[config.mk]
export PLATFORM = sky130hd
export DESIGN_NAME = pixel_fifo
export DESIGN_NICKNAME = d
export VERILOG_FILES = /design/src/rtl/pixel_fifo.sv
export SDC_FILE = /design/constraint.sdc
export NUM_CORES = 1
export LEC_CHECK = 0
export CORE_AREA = 2 2 66 68
export DETAILED_ROUTE_END_ITERATION = 8
export DIE_AREA = 0 0 68 70
export PLACE_DENSITY = 0.72
export SETUP_SLACK_MARGIN = 0.5
export SLEW_MARGIN = 20
export SYNTH_ARGS = -nofsm -noshare
export SYNTH_HDL_FRONTEND = slang
export SYNTH_SLANG_ARGS = --single-unit
[constraint.sdc]
create_clock -name clock -period 2.9 [get_ports clock]
set_clock_uncertainty 0.2 [all_clocks]
set_input_delay 0.58 -clock clock [delete_from_list [all_inputs] [get_ports clock]]
set_output_delay 0.58 -clock clock [all_outputs]
set_load 0.005 [all_outputs]
[src/rtl/pixel_fifo.sv]
// rtl/pixel_fifo.sv - circular pixel-word buffer with registered ready flags and fill level
module pixel_fifo #(
    parameter int DATA_WIDTH = 8,
    parameter int FIFO_DEPTH = 4,
    parameter int AF_LEVEL   = 3
) (
    input  logic                            clock,
    input  logic                            reset,
    input  logic                            u_i_ready,
    input  logic                            u_r_ready,
    input  logic [DATA_WIDTH-1:0]           data_in,
    output logic [DATA_WIDTH-1:0]           data_out,
    output logic                            i_i_ready,
    output logic                            i_r_ready,
    output logic [$clog2(FIFO_DEPTH+1)-1:0] count,
    output logic                            almost_full
);

    localparam int PTR_W = (FIFO_DEPTH > 2) ? $clog2(FIFO_DEPTH) : 1;
    localparam int CNT_W = $clog2(FIFO_DEPTH + 1);

    localparam logic [PTR_W-1:0] PTR_LAST = PTR_W'(FIFO_DEPTH - 1);
    localparam logic [CNT_W-1:0] CNT_FULL = CNT_W'(FIFO_DEPTH);
    localparam logic [CNT_W-1:0] CNT_AF   = CNT_W'(AF_LEVEL);
    localparam logic [CNT_W-1:0] CNT_ZERO = '0;
    localparam logic [CNT_W-1:0] CNT_ONE  = CNT_W'(1);

    logic [DATA_WIDTH-1:0] mem [0:FIFO_DEPTH-1];
    logic [PTR_W-1:0]      wr_ptr;
    logic [PTR_W-1:0]      rd_ptr;
    logic [PTR_W-1:0]      wr_ptr_next;
    logic [PTR_W-1:0]      rd_ptr_next;
    logic [CNT_W-1:0]      count_next;
    logic                  insert;
    logic                  remove;

    // Handshake flags are registered, so a full queue cannot pass a word through on a pop
    assign insert = u_i_ready && i_i_ready;
    assign remove = u_r_ready && i_r_ready;

    // Explicit wrap keeps non-power-of-2 depths correct
    always_comb begin
        wr_ptr_next = wr_ptr;
        rd_ptr_next = rd_ptr;
        if (insert) begin
            wr_ptr_next = (wr_ptr == PTR_LAST) ? '0 : wr_ptr + PTR_W'(1);
        end
        if (remove) begin
            rd_ptr_next = (rd_ptr == PTR_LAST) ? '0 : rd_ptr + PTR_W'(1);
        end
    end

    always_comb begin
        count_next = count;
        case ({insert, remove})
            2'b10:   count_next = count + CNT_ONE;
            2'b01:   count_next = count - CNT_ONE;
            default: count_next = count;
        endcase
    end

    always_ff @(posedge clock or negedge reset) begin
        if (!reset) begin
            wr_ptr      <= '0;
            rd_ptr      <= '0;
            count       <= '0;
            i_i_ready   <= 1'b0;
            i_r_ready   <= 1'b0;
            almost_full <= 1'b0;
        end else begin
            wr_ptr      <= wr_ptr_next;
            rd_ptr      <= rd_ptr_next;
            count       <= count_next;
            i_i_ready   <= (count_next != CNT_FULL);
            i_r_ready   <= (count_next != CNT_ZERO);
            almost_full <= (count_next >= CNT_AF);
        end
    end

    // Storage is deliberately left unreset; stale words are masked by i_r_ready below
    always_ff @(posedge clock) begin
        if (insert) begin
            mem[wr_ptr] <= data_in;
        end
    end

    assign data_out = i_r_ready ? mem[rd_ptr] : '0;

endmodule
==> results of run 1 <==
area by class of cell:
type	count	share of cell area
timing repair buffer	36	0.152
multi-input combinational	49	0.236
clock inverter	2	0.0148
tap	52	0.0285
inverter	3	0.00494
clock buffer	6	0.0318
sequential	42	0.532
flip-flops by register name, summed over array words and instances, names as in the netlist:
| register | cells |
|---|---|
| i_i_ready | 1 |
| mem | 32 |
| almost_full | 1 |
| rd_ptr | 2 |
| count | 3 |
| wr_ptr | 2 |
| i_r_ready | 1 |
cells by family after synthesis:
group           count (synthesis)
buf+inv                         6
fa+ha+maj                       7
compound gates                  5
simple gates                   23
mux                            11
flops                          42
xor+xnor                        3
synthesized netlist by cell type:
master,count
and3_1,4
clkbuf_1,1
edfxtp_1,32
mux2_2,3
a32oi_1,1
clkbuf_2,1
or3_1,1
xnor2_1,3
inv_1,3
o21ai_0,1
a21o_1,2
nor3_1,2
nor3b_1,1
nand2_1,4
nor2_1,1
ha_1,6
dfrtp_1,10
buf_6,1
fa_1,1
mux4_2,8
nand3_1,2
a21o_2,1
and2_1,8
power groups by stage:
| stage | Combinational [mW] | Sequential [mW] | Clock, mW |
|---|---|---|---|
| 6_report | 0.965 | 0.936 | 0.435 |
| 3_5_place_dp | 0.802 | 0.942 | 0 |
| 4_1_cts | 0.892 | 0.931 | 0.447 |
| 5_1_grt | 1.07 | 0.955 | 0.474 |
| 2_1_floorplan | 0.499 | 0.888 | 0 |
| 3_3_place_gp | 0.779 | 0.936 | 0 |
worst paths after layout:
kind | slack, ns | end | startpoint
max in group asynchronous | 1.76 | rd_ptr[0] | reset
setup / recovery | 0.43 | data_out[7] | rd_ptr[0]
min in group asynchronous | 0.41 | rd_ptr[0] | reset
hold / removal | 0.37 | wr_ptr[0] | wr_ptr[0]
setup reg to reg | 0.73 | almost_full | i_r_ready
hold reg to reg | 0.37 | wr_ptr[0] | wr_ptr[0]
timing repair:
item                                    4_1_cts  5_1_grt
buffers inserted                              7        2
pin swaps                                     0        1
resized for setup                            48       10
gates cloned                                  0        0
endpoints found under the setup margin       12       12
placed cells by master, fill, tap and decap left out:
cell,instances
fa_2,1
o21ai_1,1
nand3_1,2
xnor2_1,2
buf_6,12
ha_1,5
a21o_1,2
nor2_1,1
and2_4,4
buf_4,3
and2_1,4
or3_4,1
dfrtp_1,9
mux4_2,8
inv_1,3
nor3b_2,1
clkdlybuf4s50_1,16
a32oi_1,1
clkbuf_1,1
xnor2_2,1
mux2_2,3
a21o_2,1
clkinv_1,1
nand2_2,2
clkbuf_8,5
dfrtp_2,1
and3_1,4
dlygate4sd2_1,1
ha_2,1
nor3_1,2
edfxtp_1,32
nand2_1,2
bufinv_16,1
buf_2,4
layer usage:
| layer | vias to the layer above | GRT usage | share of wire |
|---|---|---|---|
| met5 | - | 0 | 0 |
| met4 | 0 | 0.0600 | 0.019 |
| met3 | 5 | 0.0290 | 0.038 |
| met2 | 24 | 0.228 | 0.51 |
| met1 | 478 | 0.198 | 0.43 |
| li1 | 446 | - | - |
==> impl_metrics.toml, run 1 <==
[die]
dieArea_um2 = 4760
ios = 26
core_area_um2 = 4140
die_x_um = 68
rows = 24
start_util = 0.421
die_h_um = 70

[logic_synthesis]
syn_avg_cell_area_um2 = 18.0
synth_xor_area_frac = 0.0151
syn-cell-area_um2 = 1740
ys_types = 23
synthSimpleGateAreaFrac = 0.0732
synth_top_family_by_area = "multiplexers"
synth.area.top_cells = "edfxtp_1 (55%), dfrtp_1 (14%), mux4_2 (10%)"
synth_fa_ha_area_frac = 0.0546
syn_nets = 116
yosysWarnings = 0
synth.top_cell.area_share = 0.551
seq_area_frac_synth = 0.695
muxShareOfSynthArea = 0.123
synth_seq_cells = 42
synthCells = 97
synth_compound_area_frac = 0.0215
synth_top_area_cell = "edfxtp_1"

[layout]
final_core_util = 0.550
seqCellArea_um2 = 1210
diodes = 0
area_growth_pct = 30.8
multi_input_area_um2 = 538
drive_gt1_frac = 0.355
nets = 156
fin_area_um2 = 2280
fill_cells = 337
fin_cells = 190

[setup_path]
cp.arrival_ns = 1.69
reg2reg_depth = 7
cpMaxStageDelayCell = "mux4_2"
path_cells = "buf_6 -> buf_6 -> mux4_2 -> and2_4 -> buf_6"
critical_path.top_delay_family = "multiplexers"
crit_required_ns = 2.12
crit_top_cell = "buf_6"
end_kind = "output pin"
critPathBufInv = 3
critical_path_class = "reg -> out"
crit_cells = 5
cp_max_fo = 4
max_stage_delay_ns = 0.48
cp-start-kind = "flop"

[global_routing]
gr-usage-all-layers = 0.146
grt_pass1_vias = 1027
grt_start_max_net_pins = 14
antenna_found_initial = 0
grt-ovfl-total = 0
grt_pass1_wl_um = 5020

[sta]
finalHoldWorstSlack_ns = 0.375
maxSlewViolCount = 0
tns_ns = 0
clock.fmax_ghz = 0.404
period_needed_ns = 2.47
relSlewSlack = 0.688
rsz0062_at_grt = "yes"
hold_violations = 0
setup_viol = 0
period_share = 0.853
fin_ws_ns = 0.427
worstMarginPinSlew_ns = 0.468

[detailed_routing]
drtIter0Drc = 46
firstDrtPassIters = 4
routed_via_density = 5.02
num_vias = 953
avgRoutedWirePerCell_um = 16.1
drt-total-wl_um = 3070
drc = 0
ant_nets = 0

[pwr]
p_leak_nw = 0.877
clkPwrFrac = 0.186
p_seq_frac = 0.401
pwr-share-comb = 0.413
p_per_area_nw_per_um2 = 1020
p_sw_frac = 0.282
p_switching_uw = 659
power.total_mw = 2.34
internal_power_mw = 1.68
ir_worst_vdd_mv = 0.780

[clocking]
cts_root_buf = "clkbuf_8"
clock_path_buffers = 2
cts.sinks = 42
numCtsBuffers = 5
clk_latency_ns = 0.28
htree_levels = 2
clkTransAtPathRegs_ns = 0.07
holdBufCountCts = 0
cts_tree = "yes"

[placement]
postPlaceCellArea_um2 = 2050
hpwlAfterDp_um = 1990
post-place-ws_ns = 0.106
place.gp.congestion = 0.737
dp.cells = 173
port_buffers = 25

[worst_hold_path]
worstHoldPathCells = 1
hold_path_class = "reg -> reg"

[run]
drv_cap = 0

[outcome]
outcome = "completed"
Power figures use the tool's default switching activity.
==> inputs of run 2 (changes only) <==
--- a/config.mk
+++ b/config.mk
@@ -5,10 +5,11 @@
 export SDC_FILE = /design/constraint.sdc
 export NUM_CORES = 1
 export LEC_CHECK = 0
-export CORE_AREA = 2 2 66 68
+export CORE_AREA = 2 2 65 67
 export DETAILED_ROUTE_END_ITERATION = 8
-export DIE_AREA = 0 0 68 70
-export PLACE_DENSITY = 0.72
+export DIE_AREA = 0 0 67 69
+export PLACE_DENSITY = 0.74
+export REMOVE_ABC_BUFFERS = 1
 export SETUP_SLACK_MARGIN = 0.5
 export SLEW_MARGIN = 20
 export SYNTH_ARGS = -nofsm -noshare
==> impl_metrics.toml, run 2 (synthesized netlist as in run 1, its figures left out) <==
[detailed_routing]
drtIter0Drc = 42
routed_via_density = 5.07
avgRoutedWirePerCell_um = 15.5
drc = 0
num_vias = 948
drt-total-wl_um = 2900
firstDrtPassIters = 4
ant_nets = 0

[setup_path]
reg2reg_depth = 7
regToRegEndpoint = "i_r_ready"
critical_path.top_delay_family = "multiplexers"
critPathBufInv = 3
reg2reg_slack_ns = 0.74
end_kind = "output pin"
cp_max_fo = 4
critical_path_class = "reg -> out"
cpMaxStageDelayCell = "mux4_2"
path_cells = "buf_6 -> buf_6 -> mux4_2 -> and2_4 -> buf_6"
max_stage_delay_ns = 0.49
cp.arrival_ns = 1.65
cp-start-kind = "flop"
crit_required_ns = 2.12
crit_top_cell = "buf_6"
reg2reg_from = "i_r_ready"

[global_routing]
grt_pass1_wl_um = 4620
antenna_found_initial = 0
grt-ovfl-total = 0
grtUsageMet1 = 0.178
grt_start_max_net_pins = 15
grt_pass1_vias = 972
top_usage_layer = "met2"
gr-usage-all-layers = 0.137
met3_usage = 0.0408
grtUsageMet2 = 0.216

[clocking]
cts_root_buf = "clkbuf_8"
clock_path_buffers = 2
clk_latency_ns = 0.28
clkTransAtPathRegs_ns = 0.08
htree_levels = 2
cts_tree = "yes"
numCtsBuffers = 5
cts.sinks = 42

[sta]
fin_ws_ns = 0.467
rsz0062_at_grt = "yes"
period_needed_ns = 2.43
period_share = 0.839
worstMarginPinSlew_ns = 0.451
maxSlewViolCount = 0
tns_ns = 0
setup_viol = 0
clock.fmax_ghz = 0.411
hold_violations = 0
relSlewSlack = 0.699

[layout]
area_growth_pct = 31.6
final_cell_mix = "edfxtp_1 (32), clkdlybuf4s50_1 (16), buf_6 (10)"
largest_reg_flops = 32
final_core_util = 0.586
drive_gt1_frac = 0.358
top_regs = "mem: 32 flops, count: 3 flops"
nets = 155
layout_commonest_cell = "edfxtp_1"
diodes = 0
largest_register = "mem"
fin_area_um2 = 2290

[die]
start_util = 0.445
core_area_um2 = 3910
die_h_um = 69
ios = 26
die_x_um = 67
rows = 23
dieArea_um2 = 4620

[pwr]
p_leak_nw = 0.881
ir_worst_vdd_mv = 0.758
p_per_area_nw_per_um2 = 1050
power.total_mw = 2.40

[worst_hold_path]
hold_path_class = "reg -> reg"
min_to = "wr_ptr[1]"
worstHoldPathCells = 1
min-delay-start = "wr_ptr[1]"

[placement]
place.gp.congestion = 0.806
hpwlAfterDp_um = 1930
post-place-ws_ns = 0.100
port_buffers = 25
postPlaceCellArea_um2 = 2050

[outcome]
outcome = "completed"

[run]
drv_cap = 0
## run 2: worst max-delay path by stage
stage / endpoint / cells after the start / slack, ns / startpoint
floorplan: almost_full / 7 / 0.74 / u_r_ready
global placement: almost_full / 7 / 0.18 / u_i_ready
detailed placement: i_r_ready / 7 / 0.10 / u_i_ready
CTS: data_out[0] / 5 / 0.47 / rd_ptr[0]
global route: data_out[3] / 5 / 0.43 / rd_ptr[0]
finish: data_out[6] / 5 / 0.47 / rd_ptr[0]
## run 2: repair_timing
item,4_1_cts,5_1_grt
endpoints found under the setup margin,11,11
hold buffers,0,0
resized for setup,46,9
buffers inserted,8,0
endpoints found under the hold margin,0,0
pin swaps,0,1
## run 2: per-stage QoR
| step | cells | hold slack (ns) |
|---|---|---|
| after floorplan | 94 | 0.0844 |
| after global placement | 171 | 0.348 |
| after detailed placement | 171 | 0.359 |
| after CTS | 187 | 0.377 |
| after global routing | 187 | 0.403 |
| final | 187 | 0.376 |
## run 2: layout make-up
cell class              count  area, um2
clock inverters             3       68.8
inverters                   3       11.3
clock buffers               5       68.8
multi-input cells          49        541
fillers                   309       1620
repair buffers             35        329
well taps                  50       62.6
flip-flops and latches     42       1210
## run 2: per-layer routing
metal | vias to the layer above | share of wire
met1 | 472 | 0.44
met3 | 4 | 0.052
met4 | 0 | 0.0093
met5 | - | 0
met2 | 26 | 0.50
li1 | 446 | -
## run 2: power by group
part | internal (mW) | switching, mW | total, mW
clock network | 0.345 | 0.198 | 0.543
logic | 0.593 | 0.346 | 0.939
registers | 0.808 | 0.115 | 0.923
total | 1.75 | 0.659 | 2.40
==> patch 1 (config.mk and constraints of run 2) <==
Reset style: synchronous (`reset`), changed in one clocked block.
--- a/src/rtl/pixel_fifo.sv
+++ b/src/rtl/pixel_fifo.sv
@@ -59,7 +59,7 @@
         endcase
     end
 
-    always_ff @(posedge clock or negedge reset) begin
+    always_ff @(posedge clock) begin
         if (!reset) begin
             wr_ptr      <= '0;
             rd_ptr      <= '0;
Check against the original RTL: differs if reset is asserted again (counterexample within 4 cycles, from zero or initial values and one cycle with reset low); with reset held inactive, the same outputs for 10 cycles.
==> patch 1 against run 2 <==
- sequential power is 10% lower
- worst setup slack improved by 38 ps
- via count up 7.4%
- power is 24% lower
- wire length rose by 13%
- sequential cell count up 2
- synthesized area is 2.7% higher
- combinational power fell by 41%
- design area is 0.27% lower
- cell count grew 7.5%
- critical endpoint is now data_out[3]
- largest cell class unchanged
==> patch 1: results (changes against run 2) <==
qor: synthesis.synth_compound_area_frac 0.0252 [+0.00364]
qor: final_layout.inv_count 4 [+1]
qor: hold_path.hold_depth 2 [+1]
qor: critical_path.ff2ff_path_depth 6 [-1]
qor: final_layout.final.clkbuf_count 6 [+1]
qor: synthesis.yosys.cell_types.count 25 [+8.7%]
qor: final_layout.finalNetCount 169 [+9.0%]
qor: sta.worst_max_slew_margin_expressed_relative_to_the_limit 0.716 [+0.0171]
qor: status.run_status complete, no violations
qor: critical_path.worstPathArrival 1620 ps [-30 ps]
qor: global_routing.grt_max_degree 14 [-1]
qor: power_and_ir_drop.power.static_leakage 0.872 nW [-1.0%]
qor: synthesis.synth.yosys.seq_area_share 0.671 [-0.0236]
qor: synthesis.yosys-mux-area-fraction 0.117 [-0.00527]
qor: power_and_ir_drop.powerDensity 800 nW/um2 [-24%]
qor: global_routing.global_route_wire_length_before_repair 5420 um [+17%]
qor: drt.drt_iter0_drc 62 [+48%]
qor: sta.hold-worst-slack 318 ps [-57.6 ps]
qor: final_layout.num-nonclk-buffers 37 [+5.7%]
qor: final_layout.layout.buffer.nonclock.area_share 0.142 [-0.00125]
qor: power_and_ir_drop.power.ir.vdd_worst 0.000507 V [-33%]
qor: hold_path.holdCritStartpoint wr_ptr[1]$_SDFFE_PN0P_
qor: final_layout.seqAreaFraction 0.526 [-0.00238]
qor: drt.routed_via_density 5.06 [about the same]
qor: power_and_ir_drop.power.share.combinational 0.301 [-0.089]
qor: hold_path.worst_hold_path.endpoint wr_ptr[1]$_SDFFE_PN0P_
qor: synthesis.synth-adder-area-share 0.0531 [-0.00141]
qor: synthesis.synth_area_leaders edfxtp_1, dfxtp_1, mux4_2
==> patch 1: worst max-delay path: cells and delay by family, from the launching register on <==
kind,cells,cell delay [ps]
AND/OR/NAND/NOR,1,150
buffers and inverters,3,350
multiplexers,1,500
flip-flops,1,330
==> patch 1: logic make-up (layout without fill, tap and decap cells) <==
| kind of cell | count (synthesis) | count (layout) |
|---|---|---|
| mux | 11 | 11 |
| fa+ha+maj | 7 | 7 |
| simple gates | 32 | 32 |
| flops | 44 | 44 |
| buf+inv | 7 | 49 |
| xor+xnor | 2 | 2 |
| compound gates | 6 | 6 |
==> patch 1: stage by stage <==
step | instances | setup slack [ps] | instance area (um2) | utilization
final | 201 | 505 | 2290 | 0.584
after global routing | 201 | 456 | 2290 | 0.584
after CTS | 201 | 414 | 2280 | 0.582
after detailed placement | 186 | -34.6 | 2120 | 0.541
after global placement | 186 | 98.2 | 2120 | 0.541
after floorplan | 106 | 583 | 1770 | -
==> patch 2 (flow settings as in run 2) <==
Made on the original files. The parameter `DATA_WIDTH` goes from 8 to 7.
--- a/src/rtl/pixel_fifo.sv
+++ b/src/rtl/pixel_fifo.sv
@@ -1,6 +1,6 @@
 // rtl/pixel_fifo.sv - circular pixel-word buffer with registered ready flags and fill level
 module pixel_fifo #(
-    parameter int DATA_WIDTH = 8,
+    parameter int DATA_WIDTH = 7,
     parameter int FIFO_DEPTH = 4,
     parameter int AF_LEVEL   = 3
 ) (
Ports: changed (resized data_in and data_out); port bits go from 26 to 24. No check against the original RTL was run, so the function may have changed too.
==> patch 2 against run 2 <==
- worst setup slack gained 24 ps
- sequential cell count shrank 4
- cell count shrank 6.4%
- combinational power shrank 13%
- power shrank 16%
- wire length shrank 4.3%
- first-iteration DRC count is the same
- via count shrank 6.4%
- synthesized area shrank 8.5%
- non-clock buffer count shrank 6
- design area shrank 11%
- critical path depth shrank 1
- sequential share of layout area grew 0.89 points
- critical path type unchanged
- critical endpoint is now data_out[4]
==> patch 2: results (changes against run 2) <==
qor: status.run_status complete, no violations
qor: placement.numPortBuffers 23 [-8.0%]
qor: final_layout.num-nonclk-buffers 29 [-17%]
qor: final_layout.fillers 333 [+7.8%]
qor: final_layout.sequential_cell_area 1090 um2 [-9.8%]
qor: synthesis.synth.yosys.seq_area_share 0.684 [-0.0104]
qor: final_layout.clock_area_frac 0.0418 [-0.0182]
qor: drt.routed_via_density 5.07 [about the same]
qor: final_layout.multi_input_gates 47 [-4.1%]
qor: final_layout.share_of_post_route_cells_with_drive_strength_above_1 0.336 [-0.0217]
qor: critical_path.worstPathArrival 1630 ps [-20 ps]
qor: final_layout.seqAreaFraction 0.538 [+0.00888]
qor: sta.hold-worst-slack 389 ps [+12.6 ps]
qor: drt.wl_per_cell 15.9 um [+2.2%]
qor: placement.cell_count_after_placement 161 [-5.8%]
qor: synthesis.synthTopCellsByCount edfxtp_1, dfrtp_1, and2_1, mux4_2, ha_1
qor: synthesis.synth-edff-count 28 [-13%]
qor: synthesis.synth_compound_area_frac 0.0235 [+0.00201]
qor: power_and_ir_drop.cell_internal_pwr 1.41 mW [-19%]
qor: placement.hpwlAfterDp 1850 um [-4.1%]
qor: global_routing.global_route_wire_length_before_repair 4530 um [-2.1%]
qor: final_layout.finalNetCount 142 [-8.4%]
qor: critical_path.worstPathMaxFanout 5 [+1]
qor: global_routing.grt_max_degree 13 [-2]
qor: sta.max_clock_freq 415 MHz [+0.99%]
qor: power_and_ir_drop.p_switching 0.608 mW [-7.8%]
qor: placement.dp_worst_setup_slack 105 ps [+4.67 ps]
qor: synthesis.synthArstFlopShare 0.263 [+0.0251]
qor: final_layout.layout.buffer.nonclock.area_share 0.133 [-0.0106]
qor: drt.routed-via-count 887 [-6.4%]
qor: final_layout.multi_input_comb_area 512 um2 [-5.3%]
qor: power_and_ir_drop.power.share.combinational 0.406 [+0.016]
qor: placement.placed_cell_area 1870 um2 [-9.0%]
qor: synthesis.synth-adder-area-share 0.0597 [+0.00510]
qor: synthesis.synth-xor-area-share 0.0165 [+0.00141]
-- patch 2: cell families (layout without fill, tap and decap cells) --
kind of cell / after synthesis / in the layout
flops: 38 / 38
compound gates: 5 / 5
buf+inv: 6 / 40
simple gates: 22 / 22
fa+ha+maj: 7 / 7
xor+xnor: 3 / 3
mux: 10 / 10
-- patch 2: timing repair --
| item | in CTS | in global routing |
|---|---|---|
| buffers inserted | 6 | 0 |
| pin swaps | 1 | 0 |
| setup endpoints to repair | 10 | 10 |
| resized for setup | 42 | 6 |
| cloned | 0 | 0 |
-- patch 2: per-layer routing --
| layer | vias to the layer above | wire [um] | share of wire |
|---|---|---|---|
| li1 | 409 | - | - |
| met1 | 446 | 1070 | 0.39 |
| met2 | 26 | 1450 | 0.52 |
| met3 | 6 | 190 | 0.068 |
| met4 | 0 | 55 | 0.020 |
| met5 | - | 0 | 0 |
